===== src/rtl/wb_stage_pipe_if.sv =====
// MEM -> WB stage bus: entry valid/allowin handshake plus every field the
// writeback stage latches from the memory stage.
interface wb_stage_pipe_if;
  logic        ms2ws_valid;
  logic        ws_allowin;
  logic [31:0] ms_pc;
  logic        ms_rf_we;
  logic [4:0]  ms_rf_waddr;
  logic [31:0] ms_rf_wdata;
  logic        ms_csr_re;
  logic        ms_csr_we;
  logic [13:0] ms_csr_num;
  logic [31:0] ms_csr_wmask;
  logic [31:0] ms_csr_wvalue;
  logic [31:0] ms_badv;
  logic [7:0]  ms_exc;
  logic        ms_ertn;

  // Memory stage side: offers entries, observes allowin.
  modport master (
    output ms2ws_valid, ms_pc, ms_rf_we, ms_rf_waddr, ms_rf_wdata,
           ms_csr_re, ms_csr_we, ms_csr_num, ms_csr_wmask, ms_csr_wvalue,
           ms_badv, ms_exc, ms_ertn,
    input  ws_allowin
  );

  // Writeback stage side: consumes entries, drives allowin.
  modport slave (
    input  ms2ws_valid, ms_pc, ms_rf_we, ms_rf_waddr, ms_rf_wdata,
           ms_csr_re, ms_csr_we, ms_csr_num, ms_csr_wmask, ms_csr_wvalue,
           ms_badv, ms_exc, ms_ertn,
    output ws_allowin
  );
endinterface


===== src/rtl/wb_stage_pipe.sv =====
// Writeback stage: holds one retiring instruction, waits out the CSR read
// latency when needed, then commits register/CSR writes or raises the
// exception / ertn flush in a single READY cycle.
module wb_stage_pipe #(
  parameter int unsigned CSR_LAT = 0,
  parameter int unsigned CNT_W   = 32
) (
  input  logic              clk,
  input  logic              resetn,
  wb_stage_pipe_if.slave    ms,
  output logic              csr_re,
  output logic [13:0]       csr_num,
  input  logic [31:0]       csr_rvalue,
  output logic              csr_we,
  output logic [31:0]       csr_wmask,
  output logic [31:0]       csr_wvalue,
  output logic              wb_ex,
  output logic              ertn_flush,
  output logic [31:0]       wb_pc,
  output logic [5:0]        wb_ecode,
  output logic [8:0]        wb_esubcode,
  output logic [31:0]       wb_badv,
  output logic              ws_rf_we,
  output logic [4:0]        ws_rf_waddr,
  output logic [31:0]       ws_rf_wdata,
  output logic              ws_fwd_pending,
  output logic [CNT_W-1:0]  retire_cnt,
  output logic [31:0]       debug_wb_pc,
  output logic [3:0]        debug_wb_rf_we,
  output logic [4:0]        debug_wb_rf_wnum,
  output logic [31:0]       debug_wb_rf_wdata
);

  typedef enum logic [1:0] {
    S_EMPTY = 2'd0,
    S_WAIT  = 2'd1,
    S_READY = 2'd2
  } state_t;

  // Countdown start: the entry spends CSR_LAT cycles in WAIT (count CSR_LAT-1 .. 0).
  localparam logic [1:0] WAIT_INIT = (CSR_LAT > 0) ? 2'(CSR_LAT - 1) : 2'd0;
  localparam logic       CSR_DIRECT = (CSR_LAT == 0);

  state_t            state_q;
  logic [1:0]        wait_cnt_q;
  logic [31:0]       pc_q;
  logic              rf_we_q;
  logic [4:0]        rf_waddr_q;
  logic [31:0]       data_q;
  logic              csr_re_q;
  logic              csr_we_q;
  logic [13:0]       csr_num_q;
  logic [31:0]       csr_wmask_q;
  logic [31:0]       csr_wvalue_q;
  logic [31:0]       badv_q;
  logic [7:0]        exc_q;
  logic              ertn_q;
  logic [CNT_W-1:0]  retire_q;

  logic ws_valid;
  logic ready;
  logic exc_none;
  logic accept;
  logic go_wait;
  logic badv_sel;

  assign ws_valid = (state_q != S_EMPTY);
  assign ready    = (state_q == S_READY);
  assign exc_none = (exc_q == 8'd0);

  assign wb_ex      = ready & ~exc_none;
  assign ertn_flush = ready & ertn_q & exc_none;

  // A flushing commit blocks the incoming entry; a clean commit frees the slot.
  assign ms.ws_allowin = ((state_q == S_EMPTY) | ready) & ~wb_ex & ~ertn_flush;
  assign accept        = ms.ms2ws_valid & ms.ws_allowin;
  assign go_wait       = ms.ms_csr_re & (ms.ms_exc == 8'd0) & ~CSR_DIRECT;

  // Stage state machine, entry latches and retire counter.
  always_ff @(posedge clk) begin
    if (!resetn) begin
      state_q      <= S_EMPTY;
      wait_cnt_q   <= 2'd0;
      pc_q         <= '0;
      rf_we_q      <= 1'b0;
      rf_waddr_q   <= '0;
      data_q       <= '0;
      csr_re_q     <= 1'b0;
      csr_we_q     <= 1'b0;
      csr_num_q    <= '0;
      csr_wmask_q  <= '0;
      csr_wvalue_q <= '0;
      badv_q       <= '0;
      exc_q        <= '0;
      ertn_q       <= 1'b0;
      retire_q     <= '0;
    end else begin
      if (ready & exc_none) begin
        retire_q <= retire_q + 1'b1;
      end
      case (state_q)
        S_WAIT: begin
          if (wait_cnt_q == 2'd0) begin
            state_q <= S_READY;
            data_q  <= csr_rvalue;
          end else begin
            wait_cnt_q <= wait_cnt_q - 2'd1;
          end
        end
        S_READY: state_q <= S_EMPTY;
        default: state_q <= S_EMPTY;
      endcase
      // Accept only happens from EMPTY/READY, so it never collides with WAIT updates.
      if (accept) begin
        state_q      <= go_wait ? S_WAIT : S_READY;
        wait_cnt_q   <= WAIT_INIT;
        pc_q         <= ms.ms_pc;
        rf_we_q      <= ms.ms_rf_we;
        rf_waddr_q   <= ms.ms_rf_waddr;
        data_q       <= ms.ms_rf_wdata;
        csr_re_q     <= ms.ms_csr_re;
        csr_we_q     <= ms.ms_csr_we;
        csr_num_q    <= ms.ms_csr_num;
        csr_wmask_q  <= ms.ms_csr_wmask;
        csr_wvalue_q <= ms.ms_csr_wvalue;
        badv_q       <= ms.ms_badv;
        exc_q        <= ms.ms_exc;
        ertn_q       <= ms.ms_ertn;
      end
    end
  end

  // Exception cause encoding: lowest set bit of the cause vector wins.
  always_comb begin
    wb_ecode    = 6'h00;
    wb_esubcode = 9'd0;
    badv_sel    = 1'b0;
    if (wb_ex) begin
      if (exc_q[0]) begin
        wb_ecode = 6'h00;
      end else if (exc_q[1]) begin
        wb_ecode = 6'h08;
        badv_sel = 1'b1;
      end else if (exc_q[2]) begin
        wb_ecode    = 6'h08;
        wb_esubcode = 9'd1;
        badv_sel    = 1'b1;
      end else if (exc_q[3]) begin
        wb_ecode = 6'h09;
        badv_sel = 1'b1;
      end else if (exc_q[4]) begin
        wb_ecode = 6'h0B;
      end else if (exc_q[5]) begin
        wb_ecode = 6'h0C;
      end else if (exc_q[6]) begin
        wb_ecode = 6'h0D;
      end else begin
        wb_ecode = 6'h0E;
      end
    end
  end

  assign wb_badv = badv_sel ? badv_q : 32'd0;
  assign wb_pc   = pc_q;

  // With zero latency the CSR file answers combinationally during READY.
  assign ws_rf_wdata    = (ws_valid & csr_re_q & CSR_DIRECT) ? csr_rvalue : data_q;
  assign ws_rf_waddr    = rf_waddr_q;
  assign ws_rf_we       = ws_valid & rf_we_q & exc_none;
  assign ws_fwd_pending = ws_valid & csr_re_q & ~ready;

  assign csr_re     = ws_valid & csr_re_q;
  assign csr_num    = csr_num_q;
  assign csr_we     = ready & csr_we_q & exc_none & ~ertn_q;
  assign csr_wmask  = csr_wmask_q;
  assign csr_wvalue = csr_wvalue_q;

  assign retire_cnt        = retire_q;
  assign debug_wb_pc       = wb_pc;
  assign debug_wb_rf_we    = {4{ws_rf_we & ready}};
  assign debug_wb_rf_wnum  = ws_rf_waddr;
  assign debug_wb_rf_wdata = ws_rf_wdata;

endmodule


===== src/flat_wrapper.sv =====
// flat-port wrapper written by rule: the top's interface ports become plain ports
module wb_stage_pipe_flat 
#(
  parameter int unsigned CSR_LAT = 0,
  parameter int unsigned CNT_W   = 32
)
  (clk, resetn, csr_re, csr_num, csr_rvalue, csr_we, csr_wmask, csr_wvalue, wb_ex, ertn_flush, wb_pc, wb_ecode, wb_esubcode, wb_badv, ws_rf_we, ws_rf_waddr, ws_rf_wdata, ws_fwd_pending, retire_cnt, debug_wb_pc, debug_wb_rf_we, debug_wb_rf_wnum, debug_wb_rf_wdata, ms_ms2ws_valid, ms_ms_pc, ms_ms_rf_we, ms_ms_rf_waddr, ms_ms_rf_wdata, ms_ms_csr_re, ms_ms_csr_we, ms_ms_csr_num, ms_ms_csr_wmask, ms_ms_csr_wvalue, ms_ms_badv, ms_ms_exc, ms_ms_ertn, ms_ws_allowin);
  wb_stage_pipe_if ms_i ();
  input  logic clk;
  input  logic resetn;
  output logic csr_re;
  output logic [13:0] csr_num;
  input  logic [31:0] csr_rvalue;
  output logic csr_we;
  output logic [31:0] csr_wmask;
  output logic [31:0] csr_wvalue;
  output logic wb_ex;
  output logic ertn_flush;
  output logic [31:0] wb_pc;
  output logic [5:0] wb_ecode;
  output logic [8:0] wb_esubcode;
  output logic [31:0] wb_badv;
  output logic ws_rf_we;
  output logic [4:0] ws_rf_waddr;
  output logic [31:0] ws_rf_wdata;
  output logic ws_fwd_pending;
  output logic [CNT_W-1:0] retire_cnt;
  output logic [31:0] debug_wb_pc;
  output logic [3:0] debug_wb_rf_we;
  output logic [4:0] debug_wb_rf_wnum;
  output logic [31:0] debug_wb_rf_wdata;
  input wire logic [$bits(ms_i.ms2ws_valid)-1:0] ms_ms2ws_valid;
  input wire logic [$bits(ms_i.ms_pc)-1:0] ms_ms_pc;
  input wire logic [$bits(ms_i.ms_rf_we)-1:0] ms_ms_rf_we;
  input wire logic [$bits(ms_i.ms_rf_waddr)-1:0] ms_ms_rf_waddr;
  input wire logic [$bits(ms_i.ms_rf_wdata)-1:0] ms_ms_rf_wdata;
  input wire logic [$bits(ms_i.ms_csr_re)-1:0] ms_ms_csr_re;
  input wire logic [$bits(ms_i.ms_csr_we)-1:0] ms_ms_csr_we;
  input wire logic [$bits(ms_i.ms_csr_num)-1:0] ms_ms_csr_num;
  input wire logic [$bits(ms_i.ms_csr_wmask)-1:0] ms_ms_csr_wmask;
  input wire logic [$bits(ms_i.ms_csr_wvalue)-1:0] ms_ms_csr_wvalue;
  input wire logic [$bits(ms_i.ms_badv)-1:0] ms_ms_badv;
  input wire logic [$bits(ms_i.ms_exc)-1:0] ms_ms_exc;
  input wire logic [$bits(ms_i.ms_ertn)-1:0] ms_ms_ertn;
  output wire logic [$bits(ms_i.ws_allowin)-1:0] ms_ws_allowin;
  assign ms_i.ms2ws_valid = ms_ms2ws_valid;
  assign ms_i.ms_pc = ms_ms_pc;
  assign ms_i.ms_rf_we = ms_ms_rf_we;
  assign ms_i.ms_rf_waddr = ms_ms_rf_waddr;
  assign ms_i.ms_rf_wdata = ms_ms_rf_wdata;
  assign ms_i.ms_csr_re = ms_ms_csr_re;
  assign ms_i.ms_csr_we = ms_ms_csr_we;
  assign ms_i.ms_csr_num = ms_ms_csr_num;
  assign ms_i.ms_csr_wmask = ms_ms_csr_wmask;
  assign ms_i.ms_csr_wvalue = ms_ms_csr_wvalue;
  assign ms_i.ms_badv = ms_ms_badv;
  assign ms_i.ms_exc = ms_ms_exc;
  assign ms_i.ms_ertn = ms_ms_ertn;
  assign ms_ws_allowin = ms_i.ws_allowin;
  wb_stage_pipe #(.CSR_LAT(CSR_LAT), .CNT_W(CNT_W)) u_core (.clk(clk), .resetn(resetn), .ms(ms_i), .csr_re(csr_re), .csr_num(csr_num), .csr_rvalue(csr_rvalue), .csr_we(csr_we), .csr_wmask(csr_wmask), .csr_wvalue(csr_wvalue), .wb_ex(wb_ex), .ertn_flush(ertn_flush), .wb_pc(wb_pc), .wb_ecode(wb_ecode), .wb_esubcode(wb_esubcode), .wb_badv(wb_badv), .ws_rf_we(ws_rf_we), .ws_rf_waddr(ws_rf_waddr), .ws_rf_wdata(ws_rf_wdata), .ws_fwd_pending(ws_fwd_pending), .retire_cnt(retire_cnt), .debug_wb_pc(debug_wb_pc), .debug_wb_rf_we(debug_wb_rf_we), .debug_wb_rf_wnum(debug_wb_rf_wnum), .debug_wb_rf_wdata(debug_wb_rf_wdata));
endmodule

===== config.mk =====
export PLATFORM = sky130hd
export DESIGN_NAME = wb_stage_pipe_flat
export DESIGN_NICKNAME = d
export VERILOG_FILES = /design/src/rtl/wb_stage_pipe_if.sv /design/src/rtl/wb_stage_pipe.sv /design/src/flat_wrapper.sv
export SDC_FILE = /design/constraint.sdc
export NUM_CORES = 1
export LEC_CHECK = 0
export BUFFER_PORTS_ARGS = -buffer_cell sky130_fd_sc_hd__buf_2
export CAP_MARGIN = 20
export CELL_PAD_IN_SITES_DETAIL_PLACEMENT = 1
export CELL_PAD_IN_SITES_GLOBAL_PLACEMENT = 1
export CORE_AREA = 2 2 209 211
export CTS_BUF_LIST = sky130_fd_sc_hd__clkbuf_16
export DETAILED_ROUTE_END_ITERATION = 8
export DIE_AREA = 0 0 211 213
export GPL_ROUTABILITY_DRIVEN = 1
export PLACE_DENSITY_LB_ADDON = 0.1
export SYNTH_ARGS = -nofsm -noshare
export SYNTH_HDL_FRONTEND = slang
export SYNTH_SLANG_ARGS = --single-unit

===== constraint.sdc =====
create_clock -name clk -period 2.9 [get_ports clk]
set_input_delay 0.725 -clock clk [delete_from_list [all_inputs] [get_ports clk]]
set_output_delay 0.725 -clock clk [all_outputs]
set_load 0.02 [all_outputs]

# ---- Word-level counts from Yosys, hierarchy flattened
# Index checks and enable logic that the tools add are counted.
dict set report totals {
  regBits 224
  latchBits 0
  ram_bits 0
  mem_bits_ro 0
  input_bits 226
  output_inout_bits 306
  memories 0
}
dict set report classes {
  n_addsub 1
  multipliers 0
  div_mod_pow 0
  n_lt_le_gt_ge 0
  n_eq_ne 0
  shifts 0
  n_mux 21
  bitwise_logic 21
  reduce_logical 2
}
# cell n
set ops {}
lappend ops {{2-to-1 mux 32 bit} 3}
lappend ops {{2-to-1 mux 6 bit} 7}
lappend ops {{adder 32 x 1 -> 32 bit (second input constant)} 1}
lappend ops {{2-to-1 mux 9 bit} 3}
lappend ops {{AND 1 bit} 15}
lappend ops {{logical NOT 8 bit} 1}
lappend ops {{2-to-1 mux 1 bit} 6}
lappend ops {{NOT 1 bit} 5}
lappend ops {{2-to-1 mux 2 bit} 2}
lappend ops {{logical NOT 2 bit} 1}
lappend ops {{OR 1 bit} 1}

# ---- Logic depth before layout (Yosys ltp)
dict set report depth {
  ltp_word 8
  ltp_mapped 8
  mapped_depth_nobuf 6
}

# ---- Worst setup path after synthesis
# Ideal clock, no wire load.
dict set report synth_timing {
  path_kind {reg-to-output}
  startpoint {reg u_core.exc_q[1]}
  endpoint {out csr_we}
  arrival_time_ps 1882
  path_slack_ps 293
  path_stages_with_launch 5
  path_buffers 1
  path_cell_list {dfxtp_1 -> nor4_1 -> nand3_1 -> clkbuf_1 -> nor3b_1}
}
dict set report synth_between {
  elab_chain_cells 3
}
# element line
set synth_rtl {}
lappend synth_rtl {{start: declaration} wb_stage_pipe.sv:56} ;# logic [7:0] exc_q;
lappend synth_rtl {{start signal: assignment} wb_stage_pipe.sv:127} ;# exc_q <= ms.ms_exc;
lappend synth_rtl {{logical NOT 8 bit} wb_stage_pipe.sv:69} ;# assign exc_none = (exc_q == 8'd0);
lappend synth_rtl {{AND 1 bit (2 in a row)} wb_stage_pipe.sv:174} ;# assign csr_we = ready & csr_we_q & exc_none & ~ertn_q;
lappend synth_rtl {{end: declaration} flat_wrapper.sv:14} ;# output logic csr_we;
# No other way between the ends.

# ---- Final worst setup path
dict set report layout_timing {
  startpoint {reg u_core.state_q[1]}
  endpoint {out debug_wb_rf_wdata[14]}
}
dict set report layout_between {
  elab_chain_cells 2
}
# element line
set layout_rtl {}
lappend layout_rtl {{start: declaration} wb_stage_pipe.sv:44} ;# state_t state_q;
lappend layout_rtl {{start signal: assignment} wb_stage_pipe.sv:115} ;# state_q <= go_wait ? S_WAIT : S_READY;
lappend layout_rtl {{AND 1 bit} wb_stage_pipe.sv:167} ;# assign ws_rf_wdata = (ws_valid & csr_re_q & CSR_DIRECT) ? csr_rvalue : data_q;
lappend layout_rtl {{2-to-1 mux 32 bit} wb_stage_pipe.sv:167}
lappend layout_rtl {{end: declaration} flat_wrapper.sv:31} ;# output logic [31:0] debug_wb_rf_wdata;
# No other way between the ends.

==> impl_metrics.py <==
metrics = {
    "synthesis": {
        "ys_ff_latch": 224,
        "synth_edf_count": 0,
        "syn-mean-instance-area_um2": 8.07,
        "ys_seq_area_frac": 0.459,
        "yosysTopAreaCell": "dfxtp_1",
        "async_reset_ff_frac": 0,
        "ys_top_cells_by_area": "dfxtp_1, nand3_1, o21ai_1, nand2_1, buf_4",
        "yosys_warnings": 0,
        "synth_top_area_frac": 0.459,
        "synth_area_mm2": 0.00976,
        "synth_cells": 1210,
        "synth_flop_cell": "dfxtp_1",
        "ys_types": 36,
    },
    "critical_path": {
        "cp-end-kind": "output port",
        "path_buf_inv": 2,
        "crit_arrival_ns": 2.01,
        "cp_slowest_cell": "mux2_2",
        "crit_required_ns": 2.17,
        "worstPathMaxFanout": 33,
        "critPathTopFamily": "buffers and inverters",
        "cp_slowest_stage_delay_ns": 0.43,
        "critical_path.cell_chain": "nand2_1, buf_4, mux2_2, buf_2",
        "crit_type": "reg -> out",
        "critPathLaunchType": "flop",
    },
    "run": {
        "maxCapViolCount": 0,
    },
    "finish": {
        "n_fill_cell": 5246,
        "layout.nets": 1843,
        "drive_above_1_share": 0.381,
        "final_area_mm2": 0.0132,
        "multi_input_area_mm2": 0.00432,
        "area_growth_pct": 35.4,
        "layout_common_cells": "buf_2, dfxtp_1, nand2_1",
        "final_common_cell": "buf_2",
        "regArea_mm2": 0.00449,
    },
    "clock_tree": {
        "cts_buffers": 29,
        "clkTransAtPathRegs_ns": 0.06,
        "hold_buffers": 0,
        "h-tree-depth": 1,
        "post-cts-setup-buffers": 0,
        "clock_latency_ns": 0.54,
        "ctsResizeCount": 2,
        "clkSinkCount": 224,
        "clk_path_buf_depth": 3,
        "cts_tree": "done",
        "root_buffer": "clkbuf_16",
    },
    "global_routing": {
        "grt_first_pass_wirelength_um": 55200,
        "grt.busiest_layer": "met2",
        "grtUsageTotal": 0.157,
        "grt_use_met1": 0.192,
        "grt_max_degree": 235,
        "grt_util_met3": 0.0490,
        "overflow": 0,
        "gr-usage-met2": 0.269,
        "antenna_found_initial": 9,
        "grt_pass1_vias": 9491,
    },
    "placed_design": {
        "hpwl_um": 28200,
        "gp_congestion": 0.753,
        "io_buffers": 520,
        "placed_cell_area_mm2": 0.0124,
    },
    "sta": {
        "fmax_ghz": 0.365,
        "timing.setup.tns_ns": 0,
        "setup_viol_count_final": 0,
        "hold_ws_ns": 0.410,
        "fin_crit_sh": 0.944,
        "slew_headroom": 0.298,
        "drv_slew": 0,
        "period_needed_ns": 2.74,
        "worst_pin_slew_ns": 1.05,
        "finalHoldViolCount": 0,
        "skew_ns": 0.0128,
        "rsz0062_at_grt": "no",
    },
    "floorplan": {
        "design.portCount": 532,
        "die_h_um": 213,
        "rows": 76,
        "initial_core_util": 0.229,
        "dieArea_mm2": 0.0449,
        "die_w_um": 211,
        "coreArea_mm2": 0.0427,
    },
    "power_and_ir_drop": {
        "p_leak_nw": 6.45,
        "power.density_mw_per_mm2": 595,
        "vdd_drop_max_mv": 0.299,
    },
    "worst_hold_path": {
        "hp-class": "in -> reg",
    },
    "detailed_routing": {
        "vias": 9535,
        "ant_nets": 0,
        "drc": 0,
        "dr.pass1.iters": 4,
        "drt_iter0_markers": 357,
        "avgRoutedWirePerCell_um": 17.1,
        "drt_wl_total_um": 37300,
        "avgViaCountPerCell": 4.38,
    },
    "status": {
        "status": "complete, no violations",
    },
}
report_power, final:
part | internal [mW] | leakage, nW | switching [mW]
logic | 0.454 | 4.19 | 0.838
clock network | 1.85 | 0.418 | 1.33
registers | 3.27 | 1.84 | 0.126
synth_stat cells, types with 2 or more instances:
library cell,number
nand2b_1,9
nor4_4,2
nor3_1,7
dfxtp_1,224
o21ai_1,181
mux2_2,32
and4_1,4
or4_4,3
xnor2_1,11
xor2_1,10
nor4_1,10
mux2i_1,7
buf_2,2
nand2_1,213
a21boi_0,3
nand4_1,8
nand3_1,206
and3_1,5
inv_1,6
clkbuf_1,55
and2_1,56
o21ai_0,13
nor3b_1,2
nor2_1,4
or3_1,3
buf_4,83
buf_1,42
cells by family (layout without fill, tap and decap cells):
group | count (synthesis) | in the layout | synth area share
adders and majority gates | 1 | 1 | 0.00128
and+or+nand+nor | 534 | 534 | 0.266
DFF | 224 | 224 | 0.459
xor gates and xnor gates | 21 | 21 | 0.0188
other | 1 | 16 | 0.000384
AOI/OAI and AO/OA | 201 | 201 | 0.105
buffers and inverters | 189 | 597 | 0.106
muxes | 39 | 39 | 0.0441
state kept, by name (all words and copies together) (netlist names), 8 cells and up:
signal,count
u_core.csr_num,14
u_core.exc_q,8
u_core.csr_wmask,32
u_core.debug_wb_pc,32
u_core.csr_wvalue,32
u_core.data_q,32
u_core.retire_cnt,32
u_core.badv_q,32
metal layers:
| layer | share of wire | vias up |
|---|---|---|
| met3 | 0.068 | 45 |
| met2 | 0.49 | 274 |
| li1 | - | 4809 |
| met1 | 0.42 | 4395 |
| met5 | 0.0023 | - |
| met4 | 0.017 | 12 |
final cells by class:
type / count / area share
diodes: 5 / 0.000946
clock buffers: 29 / 0.0549
clock inverters: 14 / 0.00596
well taps: 546 / 0.0517
inverters: 6 / 0.00170
repair buffers: 548 / 0.219
flip-flops and latches: 224 / 0.339
multi-input cells: 807 / 0.327
worst paths after layout:
check / startpoint / to / slack, ns / cells after the start
worst min register to register: u_core.csr_wmask[12] / u_core.csr_wmask[12] / 0.45 / 2
worst min-delay path: ms_ms_badv[11] / u_core.badv_q[11] / 0.41 / 3
worst max-delay path: u_core.state_q[1] / debug_wb_rf_wdata[14] / 0.16 / 4
worst max register to register: u_core.exc_q[0] / u_core.csr_num[7] / 0.53 / 6
metrics by stage:
step / cells / total power [mW] / setup slack [ns] / utilization
after detailed placement: 2131 / 4.77 / 0.464 / 0.290
after global routing: 2177 / 8.31 / 0.0199 / 0.310
final: 2179 / 7.87 / 0.163 / 0.310
after CTS: 2174 / 8.04 / 0.0273 / 0.309
after floorplan: 1220 / 4.30 / 0.293 / -
after global placement: 2131 / 4.75 / 0.500 / 0.290
worst min-delay path, stage by stage:
cell,delay [ns]
buf_2,0.09
nand2_1,0.04
o21ai_1,0.05
Power figures use the tool's default switching activity.
